**config.mk**
```make
export PLATFORM = sky130hd
export DESIGN_NAME = ctrl_event_sched
export DESIGN_NICKNAME = d
export VERILOG_FILES = /design/src/rtl/ctrl_event_sched.sv
export SDC_FILE = /design/constraint.sdc
export NUM_CORES = 1
export LEC_CHECK = 0
export ABC_AREA = 0
export BUFFER_PORTS_ARGS = -buffer_cell sky130_fd_sc_hd__buf_2
export CELL_PAD_IN_SITES_DETAIL_PLACEMENT = 0
export CELL_PAD_IN_SITES_GLOBAL_PLACEMENT = 1
export CORE_UTILIZATION = 45
export CTS_CLUSTER_SIZE = 20
export DETAILED_ROUTE_END_ITERATION = 10
export PLACE_DENSITY_LB_ADDON = 0.1
export SLEW_MARGIN = 25
export SYNTH_ARGS = -nofsm -noshare
export SYNTH_HDL_FRONTEND = slang
export SYNTH_SLANG_ARGS = --single-unit
```
**constraint.sdc**
```tcl
create_clock -name clk -period 17.6 [get_ports clk]
set_input_delay 1.76 -clock clk [delete_from_list [all_inputs] [get_ports clk]]
set_output_delay 1.76 -clock clk [all_outputs]
set_load 0.05 [all_outputs]
```
**src/rtl/ctrl_event_sched.sv**
```systemverilog
// ctrl_event_sched: time-triggered (step time, value) event sequencer; CTRL_EVENT_SCHED_LOOP_EN makes the sequence repeat
module ctrl_event_sched #(
    parameter int DEPTH  = 8,
    parameter int AW     = 3,
    parameter int CNT_W  = 12,
    parameter int DATA_W = 64
) (
    input  logic              clk,
    input  logic              sta,
    input  logic              cfg_we,
    input  logic [AW-1:0]     cfg_addr,
    input  logic [CNT_W-1:0]  cfg_time,
    input  logic [DATA_W-1:0] cfg_value,
    input  logic [AW:0]       cfg_num,
    input  logic              arm,
    input  logic              step_en,
    input  logic [CNT_W-1:0]  counter,
    output logic [DATA_W-1:0] y,
    output logic              y_upd,
    output logic [AW:0]       evt_idx,
    output logic              busy,
    output logic              done
`ifdef CTRL_EVENT_SCHED_LOOP_EN
    ,
    output logic              wrap_pulse
`endif
);
    typedef enum logic [1:0] {IDLE, RUN, DONE} state_t;
    state_t              state_q, state_d;
    logic [CNT_W-1:0]    tbl_time_q [DEPTH];
    logic [DATA_W-1:0]   tbl_val_q  [DEPTH];
    logic [DATA_W-1:0]   y_q, y_d;
    logic                upd_q, upd_d;
    logic [AW:0]         idx_q, idx_d;
    logic [AW:0]         num_q, num_d;
    logic                wrap_q, wrap_d;
    logic                match, last;
    always_ff @(posedge clk)
        if (!sta && cfg_we && state_q != RUN) begin
            tbl_time_q[cfg_addr] <= cfg_time;
            tbl_val_q[cfg_addr]  <= cfg_value;
        end
    // the event fires on the step that lands one before its scheduled time
    assign match = state_q == RUN && step_en &&
                   counter == tbl_time_q[idx_q[AW-1:0]] - CNT_W'(1);
    assign last  = idx_q == num_q - (AW+1)'(1);
    always_comb begin
        state_d = state_q;
        y_d     = y_q;
        upd_d   = 1'b0;
        idx_d   = idx_q;
        num_d   = num_q;
        wrap_d  = 1'b0;
        if (arm) begin
            num_d   = cfg_num > (AW+1)'(DEPTH) ? (AW+1)'(DEPTH) : cfg_num;
            idx_d   = '0;
            y_d     = '0;
            state_d = cfg_num == '0 ? DONE : RUN;
        end else if (match) begin
            y_d   = tbl_val_q[idx_q[AW-1:0]];
            upd_d = 1'b1;
`ifdef CTRL_EVENT_SCHED_LOOP_EN
            idx_d  = last ? '0 : idx_q + (AW+1)'(1);
            wrap_d = last;
`else
            idx_d   = idx_q + (AW+1)'(1);
            state_d = last ? DONE : RUN;
`endif
        end
    end
    always_ff @(posedge clk)
        if (sta) begin
            state_q <= IDLE;
            y_q     <= '0;
            upd_q   <= 1'b0;
            idx_q   <= '0;
            num_q   <= '0;
            wrap_q  <= 1'b0;
        end else begin
            state_q <= state_d;
            y_q     <= y_d;
            upd_q   <= upd_d;
            idx_q   <= idx_d;
            num_q   <= num_d;
            wrap_q  <= wrap_d;
        end
    assign y       = y_q;
    assign y_upd   = upd_q;
    assign evt_idx = idx_q;
    assign busy    = state_q == RUN;
    assign done    = state_q == DONE;
`ifdef CTRL_EVENT_SCHED_LOOP_EN
    assign wrap_pulse = wrap_q;
`else
    logic unused_wrap;
    assign unused_wrap = wrap_q;
`endif
endmodule

```
==> results of run 1 <==
[cell usage in the layout, fill, tap and decap left out, drive strengths merged, types with 2 or more instances in the layout]
| cell type | synthesis | final |
|---|---|---|
| nor4 | 7 | 7 |
| and3 | 2 | 2 |
| dfxtp | 78 | 78 |
| nand2b | 8 | 8 |
| xor2 | 7 | 7 |
| edfxtp | 608 | 608 |
| nand3b | 2 | 2 |
| mux2i | 79 | 79 |
| mux2 | 5 | 5 |
| inv | 5 | 8 |
| and2 | 2 | 2 |
| clkinvlp | 0 | 2 |
| or2 | 2 | 2 |
| nand2 | 10 | 10 |
| ha | 3 | 3 |
| o211ai | 4 | 4 |
| nor2 | 78 | 78 |
| o21ai | 4 | 4 |
| buf | 34 | 197 |
| xnor2 | 12 | 12 |
| nor3 | 7 | 7 |
| bufinv | 0 | 2 |
| nand3 | 5 | 5 |
| clkinv | 0 | 16 |
| a21oi | 3 | 3 |
| nor2b | 3 | 3 |
| mux4 | 150 | 150 |
| nor4b | 2 | 2 |
| clkbuf | 35 | 110 |
| a211oi | 65 | 65 |
| or3 | 6 | 6 |
| nor3b | 2 | 2 |
| o22ai | 5 | 5 |
[per-layer routing]
| metal | vias up | share of wire, % | global-route usage (%) |
|---|---|---|---|
| met5 | - | 0.12 | 0 |
| met4 | 12 | 1.7 | 5.529 |
| met3 | 81 | 4.6 | 3.888 |
| met2 | 225 | 50 | 31.59 |
| met1 | 6542 | 44 | 26.21 |
| li1 | 5550 | - | - |
[worst max path at each step]
stage	from	endpoint	slack, ns	cells past startpoint
5_1_grt	flop	y[28]	12.16	14
6_report	flop	evt_idx[1]	12.60	14
4_1_cts	flop	evt_idx[1]	12.50	14
2_1_floorplan	sta	tbl_time_q[0][0]	9.71	3
3_3_place_gp	counter[2]	evt_idx[1]	12.47	11
3_5_place_dp	counter[2]	evt_idx[1]	12.45	11
[kinds of logic (layout without fill, tap and decap cells)]
kind of cell	count (synthesis)	after routing	synth area share (%)
multiplexers	234	234	16.36
AO/OA/AOI/OAI	88	88	2.586
AND/OR/NAND/NOR	140	140	2.552
buffers and inverters	74	335	1.293
adder cells (fa/ha/maj)	3	3	0.1448
XOR/XNOR	19	19	0.6417
other	0	1	0
flip-flops	686	686	76.43
[final cells by class]
class                      count  area, um^2  area share [%]
clock buffer                 110        2148           7.155
inverter                       5       18.77         0.06251
antenna                        1       2.502        0.008334
clock inverter                23       171.4          0.5709
sequential                   686       19830           66.05
multi-input combinational    484        5842           19.46
timing repair buffer         197        1066           3.550
tap                          756       945.9           3.150
[flip-flops by register name, summed over array words and instances, names as in the netlist, named ones only]
signal,cells
num_q,4
y_upd,1
tbl_val_q,512
y,64
state_q,2
tbl_time_q,96
evt_idx,4
[metrics by stage]
step / std cells / util [%] / instance area, um^2 / power, mW / setup WS, ns
after detailed placement: 2128 / 48.85 / 27700 / 1.886 / 12.45
after global placement: 2128 / 48.85 / 27700 / 1.883 / 12.47
final: 2262 / 52.94 / 30030 / 3.320 / 12.60
after floorplan: 1244 / - / 25930 / 1.847 / 9.706
after CTS: 2261 / 52.94 / 30020 / 3.357 / 12.50
after global routing: 2262 / 52.94 / 30030 / 3.423 / 12.16
[worst max-delay path, delay by kind of cell (launching register included)]
kind	cells	cell delay, ns
AO/OA/AOI/OAI	2	0.48
XOR/XNOR	1	0.10
adder cells (fa/ha/maj)	1	0.26
buffers and inverters	3	1.80
flip-flops	1	0.31
multiplexers	3	1.10
AND/OR/NAND/NOR	4	0.75
[report_power, final]
part	internal, mW	switching, mW
Combinational	0.0176	0.0431
Sequential	1.79	0.00323
Clock	0.872	0.598
==> results.sh, run 1 <==
export IMPL_ys_warn_count=0
export IMPL_netlist_top_cells_area="edfxtp_1, mux4_2, dfxtp_1"
export IMPL_post_cts_resized_instances=0
export IMPL_synth_edf_count=608
export IMPL_setup_repair_after_global_routing_missed_its_margin="no"
export IMPL_filler_cell_count=4506
export IMPL_vias_in_the_first_global_route=13013
export IMPL_cts_hold_buffers=0
export IMPL_cap_violations=0
export IMPL_synthesis_instances=1244
export IMPL_ir_drop_mv=0.07248
export IMPL_globalRoute_totalOverflow=0
export IMPL_core_area_mm2=0.05671
export IMPL_critPathArrivalTime_ns=5.44
export IMPL_power_density_mw_per_mm2=110.6
export IMPL_synthesis_area_per_instance_um2=20.85
export IMPL_placement_io_buffers=170
export IMPL_type_of_the_worst_setup_path="flop to flop"
export IMPL_floorplan_rows=87
export IMPL_timing_final_crit_period_ns=4.997
export IMPL_ctsHtreeMaxLevel=3
export IMPL_number_of_remaining_drc_errors=0
export IMPL_cp_common_cell="buf_4"
export IMPL_fmax_mhz=200.1
export IMPL_initial_utilization_pct=45.73
export IMPL_critical_path_reg2reg_endpoint="evt_idx[1]"
export IMPL_cts_tree="yes"
export IMPL_cts_root_buffer="clkbuf_16"
export IMPL_static_leakage_power_nw=9.402
export IMPL_dieWidth_um=242.1
export IMPL_cts_made_buffers=72
export IMPL_path_clk_slew_ns=0.06
export IMPL_final_net_count=1549
export IMPL_synth_seq_cells=686
export IMPL_share_of_post_route_cells_with_drive_strength_above_1_pct=31.50
export IMPL_timing_max_slew_rel_slack_pct=37.20
export IMPL_critical_path_max_fanout=71
export IMPL_cp_slowest_cell="buf_4"
export IMPL_skew_ns=0.02214
export IMPL_setup_viol=0
export IMPL_synth_net_count=1347
export IMPL_hold_fails_final_rpt=0
export IMPL_timing_critical_path_cells="buf_4 -> mux4_2 -> mux2i_4 -> ha_1 -> xnor2_1 -> or3_1 -> a211oi_1 -> and3_1 -> o221ai_1 -> nor3_4 -> buf_4 -> buf_4 -> mux2i_1 -> nor2_1"
export IMPL_drt_vias_per_instance=5.486
export IMPL_post_synth_most_frequent_cells="edfxtp_1, mux4_2, dfxtp_1, nor2_1, mux2i_1"
export IMPL_grt_usage_pct=19.26
export IMPL_die_area_mm2=0.05859
export IMPL_io_pin_count=171
export IMPL_synthMostInstantiatedCell="edfxtp_1"
export IMPL_detail_route_iter0_violations=869
export IMPL_worst_endpoint_required_ns=18.05
export IMPL_setup_tns_ns=0
export IMPL_final_max_slew_violation_count=0
export IMPL_period_share_pct=28.39
export IMPL_clk_latency_ns=0.60
export IMPL_rrSetupSlack_ns=12.60
export IMPL_endpoint_kind="flop"
export IMPL_hold_worst_slack_ns=0.4925
export IMPL_cts_sinks=686
export IMPL_post_dp_hpwl_um=28630
export IMPL_detailed_routing_iteration_count_for_the_pre_antenna_repair_pass=5
export IMPL_post_cts_setup_buffers=0
export IMPL_wl_per_cell_um=24.50
export IMPL_start_kind="flop"
export IMPL_wire_length_of_the_first_global_routing_pass_um=83350
export IMPL_die_y_um=242.1
export IMPL_grt_max_degree=98
export IMPL_number_of_antenna_violations_at_the_first_check_in_global_routing=7
export IMPL_synth_top_area_share_pct=70.40
export IMPL_whs_path_depth=2
export IMPL_depth_of_the_worst_register_to_register_path=14
export IMPL_max_clock_path_buffers=3
export IMPL_hold_start="y[48]"
export IMPL_worstMarginPinSlew_ns=0.9419
export IMPL_synth_sequential_area_ratio_pct=76.43
export IMPL_asr_flop_ratio_synth_pct=0
export IMPL_critical_path_max_stage_delay_ns=0.75
export IMPL_hold_class="flop to flop"
export IMPL_rd_place_congestion=0.7138
export IMPL_synthDominantAreaCellType="edfxtp_1"
export IMPL_synth_distinct_cells=51
export IMPL_wirelength_um=55420
export IMPL_area_overhead_of_the_layout_relative_to_synthesis_pct=15.78
export IMPL_antenna_left=0
export IMPL_result_of_the_run="complete, no violations"
export IMPL_worst_hold_path_endpoint="y[48]"
export IMPL_dr_total_vias=12410
export IMPL_synth_top_flop_cell="edfxtp_1"
export IMPL_syn_area_mm2=0.02593
(Power assumes the default switching activity.)
==> run 2: changes to the inputs <==
- clock period: 17.6 -> 4.2 ns (I/O delays scaled with it)
==> run 2 against run 1 <==
Net effect: count of clock-buffer cells in the layout down 1; flip-flop and latch count unchanged; clock power rose to 4.2 times the previous value; total power rose to 4.2 times the previous value; critical path type unchanged; critical endpoint is now y[29].
==> results.sh, run 2 (synthesis gave the netlist of run 1 again) <==
export IMPL_wl_per_cell_um=23.82
export IMPL_timing_final_crit_period_ns=3.870
export IMPL_number_of_antenna_violations_at_the_first_check_in_global_routing=11
export IMPL_dp_worst_setup_slack_ns=0.2020
export IMPL_setup_slack_ns=0.3297
export IMPL_largest_register_ffs=512
export IMPL_layout_cells_most_common="edfxtp_1"
export IMPL_die_y_um=242.1
export IMPL_worst_endpoint_required_ns=4.71
export IMPL_cap_violations=0
export IMPL_dr_wl_met2_um=27290
export IMPL_setup_viol=0
export IMPL_critical_path_max_fanout=26
export IMPL_setup_tns_ns=0
export IMPL_wirelength_um=54290
export IMPL_final_net_count=1566
export IMPL_rrSetupSlack_ns=0.33
export IMPL_period_share_pct=92.15
export IMPL_detailed_routing_iteration_count_for_the_pre_antenna_repair_pass=4
export IMPL_dieWidth_um=242.1
export IMPL_type_of_the_worst_setup_path="flop to flop"
export IMPL_floorplan_rows=87
export IMPL_fmax_mhz=258.4
export IMPL_dr_total_vias=12347
export IMPL_detailroute_wirelength_met3_um=2477
export IMPL_critPathArrivalTime_ns=4.38
export IMPL_worstMarginPinSlew_ns=0.9327
export IMPL_globalRoute_totalOverflow=0
export IMPL_grt_max_degree=77
export IMPL_highest_count_cells_in_the_layout_ignoring_fill_and_taps="edfxtp_1, buf_2, mux4_2, mux2i_1, dfxtp_1"
export IMPL_detail_route_iter0_violations=624
export IMPL_die_area_mm2=0.05859
export IMPL_post_cts_setup_buffers=0
export IMPL_grt_usage_pct=19.00
export IMPL_initial_utilization_pct=45.73
export IMPL_cts_root_buffer="clkbuf_16"
export IMPL_io_pin_count=171
export IMPL_ir_drop_mv=0.3435
export IMPL_vias_in_the_first_global_route=13144
export IMPL_start_kind="flop"
export IMPL_area_overhead_of_the_layout_relative_to_synthesis_pct=17.09
export IMPL_placement_io_buffers=170
export IMPL_routedLengthMet1_um=23590
export IMPL_hold_class="input port to flop"
export IMPL_rd_place_congestion=0.7330
export IMPL_path_clk_slew_ns=0.06
export IMPL_post_layout_nonfiller_instances=2279
export IMPL_cts_sinks=686
export IMPL_static_leakage_power_nw=9.513
export IMPL_max_flop_register="tbl_val_q"
export IMPL_whs_path_depth=1
export IMPL_hold_fails_final_rpt=0
export IMPL_drt_vias_per_instance=5.418
export IMPL_core_area_mm2=0.05671
export IMPL_timing_max_slew_rel_slack_pct=37.82
export IMPL_dp_cells=2145
export IMPL_max_clock_path_buffers=3
export IMPL_cts_made_buffers=71
export IMPL_depth_of_the_worst_register_to_register_path=12
export IMPL_result_of_the_run="complete, no violations"
export IMPL_endpoint_kind="flop"
export IMPL_setup_repair_after_global_routing_missed_its_margin="no"
export IMPL_highest_layer="met5"
export IMPL_final_max_slew_violation_count=0
export IMPL_skew_ns=0.01562
export IMPL_antenna_left=0
export IMPL_ctsHtreeMaxLevel=3
export IMPL_clk_latency_ns=0.60
export IMPL_report_power_total_mw=13.89
export IMPL_cts_tree="yes"
export IMPL_post_dp_hpwl_um=29810
export IMPL_wire_length_of_the_first_global_routing_pass_um=82230
export IMPL_share_of_post_route_cells_with_drive_strength_above_1_pct=31.64
export IMPL_power_density_mw_per_mm2=457.3
export IMPL_number_of_remaining_drc_errors=0
[run 2: path summary, 6_finish.rpt]
kind / start / endpoint
setup / recovery: flop / y[29]
hold / removal: cfg_value[36] / tbl_val_q[6][36]
setup reg to reg: flop / y[29]
hold reg to reg: y[46] / y[46]
[run 2: metrics by stage]
stage / hold slack (ns) / cell area [um^2] / util, %
after floorplan: 0.4637 / 25940 / -
after global placement: 0.4844 / 28070 / 49.49
after detailed placement: 0.4876 / 28070 / 49.49
after CTS: 0.04511 / 30330 / 53.49
after global routing: 0.07452 / 30360 / 53.54
final: 0.08258 / 30370 / 53.54
[run 2: report_power, final]
part | switching (mW) | internal [mW]
Clock | 2.49 | 3.63
Sequential | 0.0136 | 7.49
Combinational | 0.181 | 0.0806
[run 2: final cells by class]
cell class,count,area [um^2]
Antenna cell,3,7.507
Sequential cell,686,19830
Tap cell,756,945.9
Inverter,5,18.77
Clock buffer,109,2022
Multi-Input combinational cell,484,5858
Fill cell,4397,26350
Clock inverter,21,244.0
Timing Repair Buffer,215,1439
[run 2: layer usage]
metal	track usage [%]	vias up
met1	24.52	6433
met3	4.221	77
met4	5.845	16
met2	32.16	231
met5	0	-
li1	-	5590
[run 2: critical path, stage by stage, from the launching register on]
cell	delay, ns
dfxtp_1	0.52
buf_4	0.30
mux4_2	0.53
mux2_2	0.35
nand4b_1	0.27
or4_1	0.52
o211ai_2	0.09
a31oi_2	0.16
nor3_4	0.32
buf_12	0.25
buf_4	0.19
nor2_1	0.05
a211oi_1	0.21
[run 2: timing repair]
item,in CTS,in global routing
setup endpoints to repair,0,15
hold buffers,0,0
resized for setup,0,1
==> run 3: changes to the inputs <==
- CORE_UTILIZATION: 45 -> 30
==> run 3 against run 2 <==
Net effect: first-iteration DRC count fell by 0.48%; combinational power increased by 3%; sequential power barely moved; critical path depth is 2 higher; flip-flop and latch count is the same; routed wire length grew 15%; fmax up 0.38%; largest cell class unchanged; via count is 1.0% higher; register-to-register slack hardly changed.
==> results.sh, run 3 (synthesis gave the netlist of run 1 again) <==
export IMPL_critPathArrivalTime_ns=4.37
export IMPL_post_route_util_pct=36.61
export IMPL_number_of_antenna_violations_at_the_first_check_in_global_routing=19
export IMPL_area_taken_by_multi_input_logic_gates_mm2=0.005854
export IMPL_ctsHtreeMaxLevel=3
export IMPL_dr_total_vias=12474
export IMPL_cts_sinks=686
export IMPL_dp_cells=2534
export IMPL_wl_per_cell_um=23.38
export IMPL_timing_critical_path_cells="buf_12 -> mux4_2 -> mux2i_4 -> ha_1 -> xnor2_1 -> or3_1 -> a211oi_1 -> and3_1 -> o221ai_1 -> nor3_4 -> buf_12 -> buf_12 -> nor2_1 -> a211oi_1"
export IMPL_worstMarginPinSlew_ns=0.9767
export IMPL_endpoint_kind="flop"
export IMPL_drt_vias_per_instance=4.653
export IMPL_dieWidth_um=296.0
export IMPL_wire_length_of_the_first_global_routing_pass_um=91160
export IMPL_wirelength_um=62690
export IMPL_cpLargestDelayFamily="simple AND/OR/NAND/NOR gates"
export IMPL_share_of_post_route_cells_with_drive_strength_above_1_pct=32.88
export IMPL_largest_register_ffs=512
export IMPL_setup_repair_after_global_routing_missed_its_margin="no"
export IMPL_antenna_left=0
export IMPL_grt_usage_pct=14.48
export IMPL_power_density_mw_per_mm2=467.7
export IMPL_power_switching_fraction_pct=20.31
export IMPL_number_of_remaining_drc_errors=0
export IMPL_dp_worst_setup_slack_ns=0.3124
export IMPL_clk_latency_ns=0.62
export IMPL_power_share_combinational_pct=1.8
export IMPL_io_pin_count=171
export IMPL_cts_tree="yes"
export IMPL_fmax_mhz=259.3
export IMPL_cell_internal_pwr_mw=11.65
export IMPL_initial_utilization_pct=30.36
export IMPL_hold_class="input port to flop"
export IMPL_pwr_share_clk_pct=46.9
export IMPL_register_area_mm2=0.01983
export IMPL_core_area_mm2=0.08541
export IMPL_cp_common_cell="buf_12"
export IMPL_type_of_the_worst_setup_path="flop to flop"
export IMPL_highest_count_cells_in_the_layout_ignoring_fill_and_taps="edfxtp_1, buf_2, mux4_2, clkbuf_16, mux2i_1"
export IMPL_area_overhead_of_the_layout_relative_to_synthesis_pct=20.58
export IMPL_rd_place_congestion=0.6932
export IMPL_period_share_pct=91.80
export IMPL_die_area_mm2=0.08762
export IMPL_grt_max_degree=77
export IMPL_path_clk_slew_ns=0.06
export IMPL_critical_path_max_stage_delay_ns=0.53
export IMPL_max_clock_path_buffers=3
export IMPL_max_flop_register="tbl_val_q"
export IMPL_switching_power_mw=2.971
export IMPL_final_net_count=1574
export IMPL_setup_viol=0
export IMPL_ir_drop_mv=0.3204
export IMPL_timing_final_crit_period_ns=3.856
export IMPL_vias_in_the_first_global_route=13253
export IMPL_layout_cells_most_common="edfxtp_1"
export IMPL_worst_endpoint_required_ns=4.72
export IMPL_start_kind="flop"
export IMPL_report_power_total_mw=14.63
export IMPL_globalRoute_totalOverflow=0
export IMPL_standard_cell_area_after_detailed_placement_mm2=0.02866
export IMPL_seqPwrFrac_pct=51.3
export IMPL_cts_root_buffer="clkbuf_16"
export IMPL_result_of_the_run="complete, no violations"
export IMPL_final_max_slew_violation_count=0
export IMPL_floorplan_rows=107
export IMPL_post_cts_resized_instances=0
export IMPL_detailed_routing_iteration_count_for_the_pre_antenna_repair_pass=4
export IMPL_static_leakage_power_nw=9.720
export IMPL_cap_violations=0
export IMPL_timing_critical_path_buf_inv=3
export IMPL_skew_ns=0.02214
export IMPL_post_cts_setup_buffers=0
export IMPL_post_dp_hpwl_um=35480
export IMPL_placement_io_buffers=170
export IMPL_cts_made_buffers=79
export IMPL_hold_worst_slack_ns=0.07272
export IMPL_die_y_um=296.0
export IMPL_timing_max_slew_rel_slack_pct=34.89
export IMPL_cts_hold_buffers=0
export IMPL_setup_slack_ns=0.3442
export IMPL_critical_path_max_fanout=34
export IMPL_post_layout_nonfiller_instances=2681
export IMPL_filler_cell_count=7988
export IMPL_detail_route_iter0_violations=621
export IMPL_fin_area_mm2=0.03127
export IMPL_hold_fails_final_rpt=0
export IMPL_cp_slowest_cell="mux4_2"
export IMPL_setup_tns_ns=0
-- run 3: cell count changes in the layout (fill, tap and decap cells not counted), sizes merged --
| cell | before | now |
|---|---|---|
| inv | 10 | 8 |
| clkinv | 9 | 33 |
| diode | 3 | 1 |
| bufinv | 5 | 7 |
| clkbuf | 109 | 101 |
-- run 3: worst paths after layout --
check,startpoint,endpoint,slack (ns),cells past startpoint
max,flop,y[12],0.34,14
min,cfg_time[5],tbl_time_q[0][5],0.07,1
max reg2reg,flop,y[12],0.34,14
min reg2reg,y[52],y[52],0.49,2
-- run 3: area by class of cell --
class / count / area share [%]
Antenna cell: 1 / 0.008003
Multi-Input combinational cell: 484 / 18.72
Tap cell: 1144 / 4.577
Clock inverter: 45 / 1.424
Clock buffer: 101 / 6.914
Inverter: 5 / 0.06002
Sequential cell: 686 / 63.42
Timing Repair Buffer: 215 / 4.878
-- run 3: power by group through the flow --
stage | Sequential, mW | Combinational [mW] | Clock [mW]
2_1_floorplan | 7.65 | 0.0880 | 0
3_3_place_gp | 7.64 | 0.269 | 0
3_5_place_dp | 7.64 | 0.280 | 0
4_1_cts | 7.50 | 0.280 | 7.09
5_1_grt | 7.50 | 0.300 | 7.31
6_report | 7.50 | 0.270 | 6.86
-- run 3: routing by layer --
| metal | share of wire, % | track usage [%] | vias up |
|---|---|---|---|
| met5 | 0.27 | 0 | - |
| met4 | 2.1 | 3.759 | 24 |
| met3 | 4.9 | 3.455 | 119 |
| met2 | 49 | 24.01 | 254 |
| met1 | 44 | 19.03 | 6456 |
| li1 | - | - | 5621 |
-- run 3: worst register-to-register path, delay by kind of cell (launching register included) --
kind / cells / cell delay [ns]
buffers and inverters: 3 / 0.56
adder cells (fa/ha/maj): 1 / 0.26
XOR/XNOR: 1 / 0.10
multiplexers: 2 / 0.76
AND/OR/NAND/NOR: 4 / 0.88
AO/OA/AOI/OAI: 3 / 0.73
flip-flops: 1 / 0.46
